[src/rtl/bioz_meas_sequencer.sv]
// bioz_meas_sequencer: settle/measure burst sequencer that keeps the BioZ DAC step counter phase-aligned.
// Define BIOZ_SEQ_ALT_STEP_EN to add CfgAltStep, which alternates StepNum between bursts.
module bioz_meas_sequencer (
    input  logic        Clk,
    input  logic        Resetn,
    input  logic        Start,
    input  logic        Abort,
    input  logic        CfgStepNum,
    input  logic [7:0]  CfgSettle,
    input  logic [11:0] CfgMeas,
    input  logic [3:0]  CfgRepeat,
    input  logic [3:0]  CfgGap,
`ifdef BIOZ_SEQ_ALT_STEP_EN
    input  logic        CfgAltStep,
`endif
    output logic        CountEnable,
    output logic        StepNum,
    output logic        SigGenResetn,
    output logic        MeasWindow,
    output logic        PeriodTick,
    output logic [3:0]  RepIdx,
    output logic        Busy,
    output logic        Done,
    output logic        Aborted
);
    typedef enum logic [2:0] {IDLE, SETTLE, MEAS, GAP, DONE} state_t;
    state_t state;
    logic [4:0] phase;
    logic [11:0] pcnt;
    logic [3:0] gcnt;
    logic [7:0] settle;
    logic [11:0] meas;
    logic [3:0] reps;
    logic [3:0] gap;
    logic [4:0] plast;
    logic last, settle_end, meas_end, gap_end, next_step;
    assign plast = StepNum ? 5'd15 : 5'd31;
    assign last = phase == plast;
    assign settle_end = pcnt == {4'd0, settle} - 12'd1;
    assign meas_end = pcnt == ((meas == 12'd0) ? 12'd0 : meas - 12'd1);
    assign gap_end = gcnt == ((gap == 4'd0) ? 4'd0 : gap - 4'd1);
`ifdef BIOZ_SEQ_ALT_STEP_EN
    logic alt;
    assign next_step = StepNum ^ alt;
`else
    assign next_step = StepNum;
`endif

    always_ff @(posedge Clk or negedge Resetn) begin
        if (!Resetn) begin
            state <= IDLE;
            phase <= 5'd0;
            pcnt <= 12'd0;
            gcnt <= 4'd0;
            settle <= 8'd0;
            meas <= 12'd0;
            reps <= 4'd0;
            gap <= 4'd0;
`ifdef BIOZ_SEQ_ALT_STEP_EN
            alt <= 1'b0;
`endif
            CountEnable <= 1'b0;
            StepNum <= 1'b0;
            SigGenResetn <= 1'b0;
            MeasWindow <= 1'b0;
            PeriodTick <= 1'b0;
            RepIdx <= 4'd0;
            Busy <= 1'b0;
            Done <= 1'b0;
            Aborted <= 1'b0;
        end else begin
            Done <= 1'b0;
            Aborted <= 1'b0;
            PeriodTick <= 1'b0;
            case (state)
                IDLE: if (Start && !Abort) begin
                    settle <= CfgSettle;
                    meas <= CfgMeas;
                    reps <= CfgRepeat;
                    gap <= CfgGap;
`ifdef BIOZ_SEQ_ALT_STEP_EN
                    alt <= CfgAltStep;
`endif
                    state <= (CfgSettle == 8'd0) ? MEAS : SETTLE;
                    MeasWindow <= CfgSettle == 8'd0;
                    StepNum <= CfgStepNum;
                    CountEnable <= 1'b1;
                    SigGenResetn <= 1'b1;
                    Busy <= 1'b1;
                    RepIdx <= 4'd0;
                    phase <= 5'd0;
                    pcnt <= 12'd0;
                end
                SETTLE, MEAS, GAP: if (Abort) begin
                    state <= IDLE;
                    CountEnable <= 1'b0;
                    StepNum <= 1'b0;
                    SigGenResetn <= 1'b0;
                    MeasWindow <= 1'b0;
                    RepIdx <= 4'd0;
                    Busy <= 1'b0;
                    Aborted <= 1'b1;
                end else if (state == GAP) begin
                    gcnt <= gcnt + 4'd1;
                    if (gap_end) begin
                        state <= (settle == 8'd0) ? MEAS : SETTLE;
                        MeasWindow <= settle == 8'd0;
                        StepNum <= next_step;
                        CountEnable <= 1'b1;
                        SigGenResetn <= 1'b1;
                        RepIdx <= RepIdx + 4'd1;
                        phase <= 5'd0;
                        pcnt <= 12'd0;
                    end
                end else if (!last) begin
                    phase <= phase + 5'd1;
                    PeriodTick <= (state == MEAS) && (phase + 5'd1 == plast);
                end else begin
                    // period boundary: the DAC counter wraps to step 0 together with phase
                    phase <= 5'd0;
                    pcnt <= pcnt + 12'd1;
                    if (state == SETTLE && settle_end) begin
                        state <= MEAS;
                        MeasWindow <= 1'b1;
                        pcnt <= 12'd0;
                    end else if (state == MEAS && meas_end) begin
                        state <= (RepIdx == reps) ? DONE : GAP;
                        Done <= RepIdx == reps;
                        CountEnable <= 1'b0;
                        SigGenResetn <= 1'b0;
                        MeasWindow <= 1'b0;
                        pcnt <= 12'd0;
                        gcnt <= 4'd0;
                    end
                end
                DONE: begin
                    state <= IDLE;
                    Busy <= 1'b0;
                    StepNum <= 1'b0;
                    RepIdx <= 4'd0;
                end
                default: state <= IDLE;
            endcase
        end
    end
endmodule

[config.mk]
export PLATFORM = sky130hd
export DESIGN_NAME = bioz_meas_sequencer
export DESIGN_NICKNAME = d
export VERILOG_FILES = /design/src/rtl/bioz_meas_sequencer.sv
export SDC_FILE = /design/constraint.sdc
export NUM_CORES = 1
export LEC_CHECK = 0
export ABC_AREA = 1
export BUFFER_PORTS_ARGS = -buffer_cell sky130_fd_sc_hd__buf_2
export CAP_MARGIN = 20
export CORE_ASPECT_RATIO = 0.8
export CORE_MARGIN = 2
export CORE_UTILIZATION = 40
export CTS_CLUSTER_DIAMETER = 200
export CTS_CLUSTER_SIZE = 30
export DETAILED_ROUTE_END_ITERATION = 10
export GPL_TIMING_DRIVEN = 0
export SLEW_MARGIN = 5
export SYNTH_ARGS = -nofsm -noshare
export SYNTH_HDL_FRONTEND = slang
export SYNTH_SLANG_ARGS = --single-unit
[constraint.sdc]
create_clock -name Clk -period 3.67 [get_ports Clk]
set_clock_uncertainty 0.05 [all_clocks]
set_input_delay 0.734 -clock Clk [delete_from_list [all_inputs] [get_ports Clk]]
set_output_delay 0.734 -clock Clk [all_outputs]
set_load 0.01 [all_outputs]
== Word-level counts from Yosys, hierarchy flattened ==
Index checks and enable logic that the tools add are counted.

* Register bits after elaboration: 63
* Input bits: 33
* Output and inout port bits: 12
* Word-level logic and storage cells: 139

* $add $sub $neg: 7
* Equality and inequality tests: 23
* Muxes and demuxes: 68
* Bitwise logic cells: 1
* Reduce and logical (&&, ||, !) cells: 24

{| class="wikitable"
|+ Operators by type and width
! operator !! number
|-
| $mux 12 || 8
|-
| $mux 4 || 9
|-
| $mux 5 || 6
|-
| $mux 1 || 27
|-
| $eq 12x12->1 || 2
|-
| $mux 3 || 8
|-
| $pmux 12 s2 || 1
|-
| $logic_not 8->1 || 2
|-
| $ne 4x4->1 const B || 4
|-
| $reduce_and 5->1 || 3
|-
| $add 12x1->12 const B || 1
|-
| $logic_not 12->1 || 1
|-
| $ne 3x3->1 const B || 4
|-
| $pmux 4 s3 || 1
|-
| $reduce_and 4->1 || 3
|-
| $sub 12x1->12 const B || 1
|-
| $eq 5x5->1 || 2
|-
| $pmux 5 s2 || 1
|-
| $sub 8x1->9 const B || 1
|-
| $add 4x1->4 const B || 2
|-
| $eq 4x4->1 || 2
|-
| $ne 2x2->1 const B || 4
|-
| $eq 3x2->1 const B || 2
|-
| $pmux 1 s3 || 2
|-
| other kinds (19) || 26
|}

== Logic depth before layout (Yosys ltp) ==
* Word-level depth: 10
* Mapped depth: 17
* Depth with buffers taken out: 17

== Least setup slack after synthesis ==
OpenSTA, ideal clock, no wires.

* Path kind: flip-flop to flip-flop
* Start: reg meas[0]
* End: reg state[0]
* Setup time: 0.122 ns
* Arrival: 1.959 ns
* Path slack: 1.539 ns
* Stages on the path, launching flop included: 17
* Path buffers: 1
* Clock period less this slack: 2.131 ns
* Cell sequence: dfrtp_1 > inv_1 > ha_1 > nand2_2 > nor2_4 > nand2_2 > buf_6 > nand3_1 > nand3_1 > nor2_1 > nand2_1 > nor2_2 > nand3_4 > nand3_2 > nand2_2 > nand2_1 > o21ai_2

* Longest elaborated chain between the ends: 6
* Elaborated cells on any way between the ends: 7

{| class="wikitable"
|+ Ends and longest elaborated chain
! element !! line !! text
|-
| start, declared || 32 || <nowiki>logic [11:0] meas;</nowiki>
|-
| start signal, assigned || 78 || <nowiki>meas <= CfgMeas;</nowiki>
|-
| $sub 12x1->12 / $logic_not 12->1 (equally long branches) || 40 || <nowiki>assign meas_end = pcnt == ((meas == 12'd0) ? 12'd0 : meas - 12'd1);</nowiki>
|-
| $mux 12 (*) || 40 ||
|-
| $eq 12x12->1 (*) || 40 ||
|-
| $logic_and 1x1->1 (*) || 126 || <nowiki>end else if (state == MEAS && meas_end) begin</nowiki>
|-
| $ne 5x5->1 (no line) (*) || -- ||
|-
| $reduce_and 4->1 (no line) (*) || -- ||
|-
| end signal, assigned || 84 || <nowiki>state <= (CfgSettle == 8'd0) ? MEAS : SETTLE;</nowiki>
|-
| end signal, assigned || 106 || <nowiki>state <= (settle == 8'd0) ? MEAS : SETTLE;</nowiki>
|-
| end signal, assigned || 127 || <nowiki>state <= (RepIdx == reps) ? DONE : GAP;</nowiki>
|-
| end, declared || 27 || <nowiki>state_t state;</nowiki>
|}

Mark *: on every way between the ends. The rest lies on a longest branch, timed or not.
A chain may end at the register's enable or synchronous reset.

== Worst setup path in the final report ==
* Start: reg meas[0]
* End: reg gcnt[3]

* Longest elaborated chain between the ends: 6
* Elaborated cells on any way between the ends: 7

{| class="wikitable"
|+ Ends and longest elaborated chain
! element !! line !! text
|-
| $sub 12x1->12 / $logic_not 12->1 (equally long branches) || 40 ||
|-
| $mux 12 (*) || 40 ||
|-
| $eq 12x12->1 (*) || 40 ||
|-
| $logic_and 1x1->1 (*) || 126 ||
|-
| $reduce_bool 2->1 (no line) (*) || -- ||
|-
| $reduce_and 5->1 (no line) (*) || -- ||
|-
| end signal, assigned || 104 || <nowiki>gcnt <= gcnt + 4'd1;</nowiki>
|-
| end, declared || 30 || <nowiki>logic [3:0] gcnt;</nowiki>
|}

Marked as above.

==> results.cfg <==
[critical_path]
crit_required_ns = 3.84
path_max_fanout = 10
regToRegSetupSlack_ns = 1.16
critPathKind = reg -> reg
cp.arrival_ns = 2.68
cp-end-kind = register
cp-start-kind = register

[route]
totalWireLength_um = 10770
drc = 0
first_pass_iters = 5
ant_nets = 0
via_per_inst = 5.038
avgRoutedWirePerCell_um = 14.05
vias = 3859
drt_iter0_markers = 190

[final_layout]
finalNetCount = 662
design_area_um2 = 4816
syn_to_final_growth_pct = 17.28
n_fill_cell = 1057
layout-drive-gt1-share = 0.1486
antennaDiodeCount = 0

[synthesis]
ys_seq_area_frac = 0.3839
synth_area_leaders = dfrtp_1, nand2_1, nor2_1
ys_types = 39
async_reset_ff_frac = 1.000
synthCells = 566
yosys.area.top_type = dfrtp_1
syn_area_um2 = 4106
syn_area_per_cell_um2 = 7.255
yosysTopAreaCellShare = 0.3839
synth_top_flop_cell = dfrtp_1
synth-edff-count = 0
syn_nets = 607
ys_seq_elements = 63
yosys_warnings = 0

[clock_tree]
root_buffer = clkbuf_16
numCtsBuffers = 9
insertion_delay_ns = 0.34
cts_tree = done
ctsHoldBuffers = 0
clockBufferDepth = 2
postCtsSetupBuffers = 0
cts.sinks = 63
clkTransAtPathRegs_ns = 0.05
h-tree-depth = 3
cts_resized = 0

[place]
dpl_cell_area_um2 = 4504
dp_hpwl_um = 8114
gp_congestion = 0.8624
io_buffers = 44

[power]
intPower_uw = 2154
powerDensity_nw_per_um2 = 788.7
p_leak_uw = 0.002428
p_switching_uw = 1644
peakVddDrop_mv = 0.4764
power_uw = 3798
pwr-share-seq = 0.324
pwr-share-comb = 0.442
clkPwrFrac = 0.234
switching_share = 0.4329

[floorplan]
die_y_um = 94.63
boundaryPins = 45
die_x_um = 117.3
std_cell_rows = 33
core_area_um2 = 10120
initial_utilization = 0.4059
fp.dieArea_um2 = 11100

[sta]
fmax_ghz = 0.3976
finalCritPeriodShare = 0.6853
hold_violations = 0
tns_ns = 0
tightest_slew_ns = 0.8299
rsz0062_at_grt = no
period_minus_slack_ns = 2.515
final-setup-viol-count = 0
slew_headroom = 0.4467
final_max_slew_viol_count = 0

[global_route]
grt_usage = 0.2136
gr-total-overflow = 0
grt_pass1_wl_um = 18130
globalRouteMet2Util = 0.3046
antenna_found_initial = 0
grt_max_degree = 64
grtUsageMet1 = 0.3205
grt_use_met3 = 0.05135
first_global_vias = 3602
busiest_layer = met1

[hold_path]
hp-class = reg -> reg

[job]
cap_viol_max_count = 0

[status]
outcome = finished, final reports clean
synthesized netlist by cell type, types with 4 or more instances:
cell type,number
nor4_1,5
nand2_1,126
o21ai_0,25
nor3_1,7
o21ai_1,4
a21oi_1,27
ha_1,8
nand4_1,18
inv_1,70
dfrtp_1,63
nor2_1,72
xor2_1,19
clkbuf_1,4
nor2_2,6
nand3_1,51
o22ai_1,5
mux2_2,6
xnor2_1,7
critical path, stage by stage (launching register included):
cell     delay [ns]
dfrtp_1        0.35
inv_1          0.18
ha_1           0.27
nand2_2        0.11
nor2_4         0.16
nand2_2        0.08
buf_6          0.14
nand3_1        0.09
nand3_1        0.10
nor2_1         0.09
nand2_1        0.07
nor2_2         0.12
nand3_4        0.17
nand2_4        0.17
nand2_4        0.09
nand2_1        0.08
o21ai_1        0.07
metal layers:
metal	up-vias	wire, µm
li1	1959	-
met1	1782	5650
met2	105	4403
met3	13	550
met4	0	161
met5	-	0
stage by stage:
| step | util | cells | worst slack [ns] | hold WS [ns] |
|---|---|---|---|---|
| detailed placement | 0.4453 | 750 | 1.085 | 0.4181 |
| global placement | 0.4450 | 750 | 1.127 | 0.4094 |
| CTS | 0.4761 | 766 | 1.175 | 0.4309 |
| floorplan | - | 566 | 1.539 | 0.3884 |
| global route | 0.4761 | 766 | 0.9204 | 0.4438 |
| finish | 0.4761 | 766 | 1.155 | 0.4221 |
layout make-up:
cell class	instances	area, µm²	share of cell area
repair buffers	44	222.7	0.04625
well taps	140	175.2	0.03637
inverters	72	270.3	0.05612
plain buffers	12	67.56	0.01403
flip-flops and latches	63	1577	0.3274
multi-input cells	419	2192	0.4552
clock inverters	2	37.54	0.007794
clock buffers	14	274.0	0.05690
state kept, by name, summed over array words and instances, names as in the netlist, 3 cells and up:
name / count
reps: 4
gap: 4
settle: 8
phase: 5
RepIdx: 4
gcnt: 4
pcnt: 12
state: 3
meas: 12
final timing paths:
kind	startpoint	end	cells past startpoint
max	meas[0]$_DFFE_PN0P_	gcnt[3]$_DFFE_PN0P_	16
min	MeasWindow$_DFFE_PN0P_	MeasWindow$_DFFE_PN0P_	2
max reg2reg	meas[0]$_DFFE_PN0P_	gcnt[3]$_DFFE_PN0P_	16
min reg2reg	MeasWindow$_DFFE_PN0P_	MeasWindow$_DFFE_PN0P_	2
max in group asynchronous	Resetn	settle[4]$_DFFE_PN0P_	1
min in group asynchronous	Resetn	pcnt[8]$_DFFE_PN0P_	1
placed cells by master, fill, tap and decap left out, types with 3 or more instances in the layout:
master | Yosys | layout
clkbuf_8 | 0 | 3
clkbuf_16 | 0 | 9
o22ai_1 | 5 | 5
nor4_1 | 5 | 5
mux2_2 | 6 | 6
nor2_2 | 6 | 6
dfrtp_1 | 63 | 63
nor3_1 | 7 | 7
nand3_1 | 51 | 51
inv_1 | 70 | 70
o21ai_0 | 25 | 25
nor2_1 | 72 | 72
clkbuf_1 | 4 | 6
nand4_1 | 18 | 18
o21bai_1 | 3 | 3
and3_1 | 3 | 3
buf_2 | 3 | 46
o21ai_1 | 4 | 4
xor2_1 | 19 | 19
or2_2 | 3 | 3
nand2_1 | 126 | 126
nand2_2 | 3 | 3
xnor2_1 | 7 | 7
ha_1 | 8 | 8
a21oi_1 | 27 | 27
nor3b_1 | 3 | 3
kinds of logic (layout without fill, tap and decap cells):
group                      after synthesis  after routing  synth area share
and+or+nand+nor                        307            307            0.3413
DFF                                     63             63            0.3839
AOI/OAI and AO/OA                       72             72           0.09628
xor gates and xnor gates                26             26           0.05545
buffers and inverters                   84            144           0.08227
muxes                                    6              6           0.01645
adders and majority gates                8              8           0.02438
power groups by stage:
stage	sequential (µW)	combinational [µW]	clock, µW
2_1_floorplan	1160	1280	0
4_1_cts	1220	1680	905
5_1_grt	1270	1920	938
6_report	1230	1680	890
3_3_place_gp	1220	1620	0
3_5_place_dp	1230	1670	0
(Power assumes the default switching activity.)
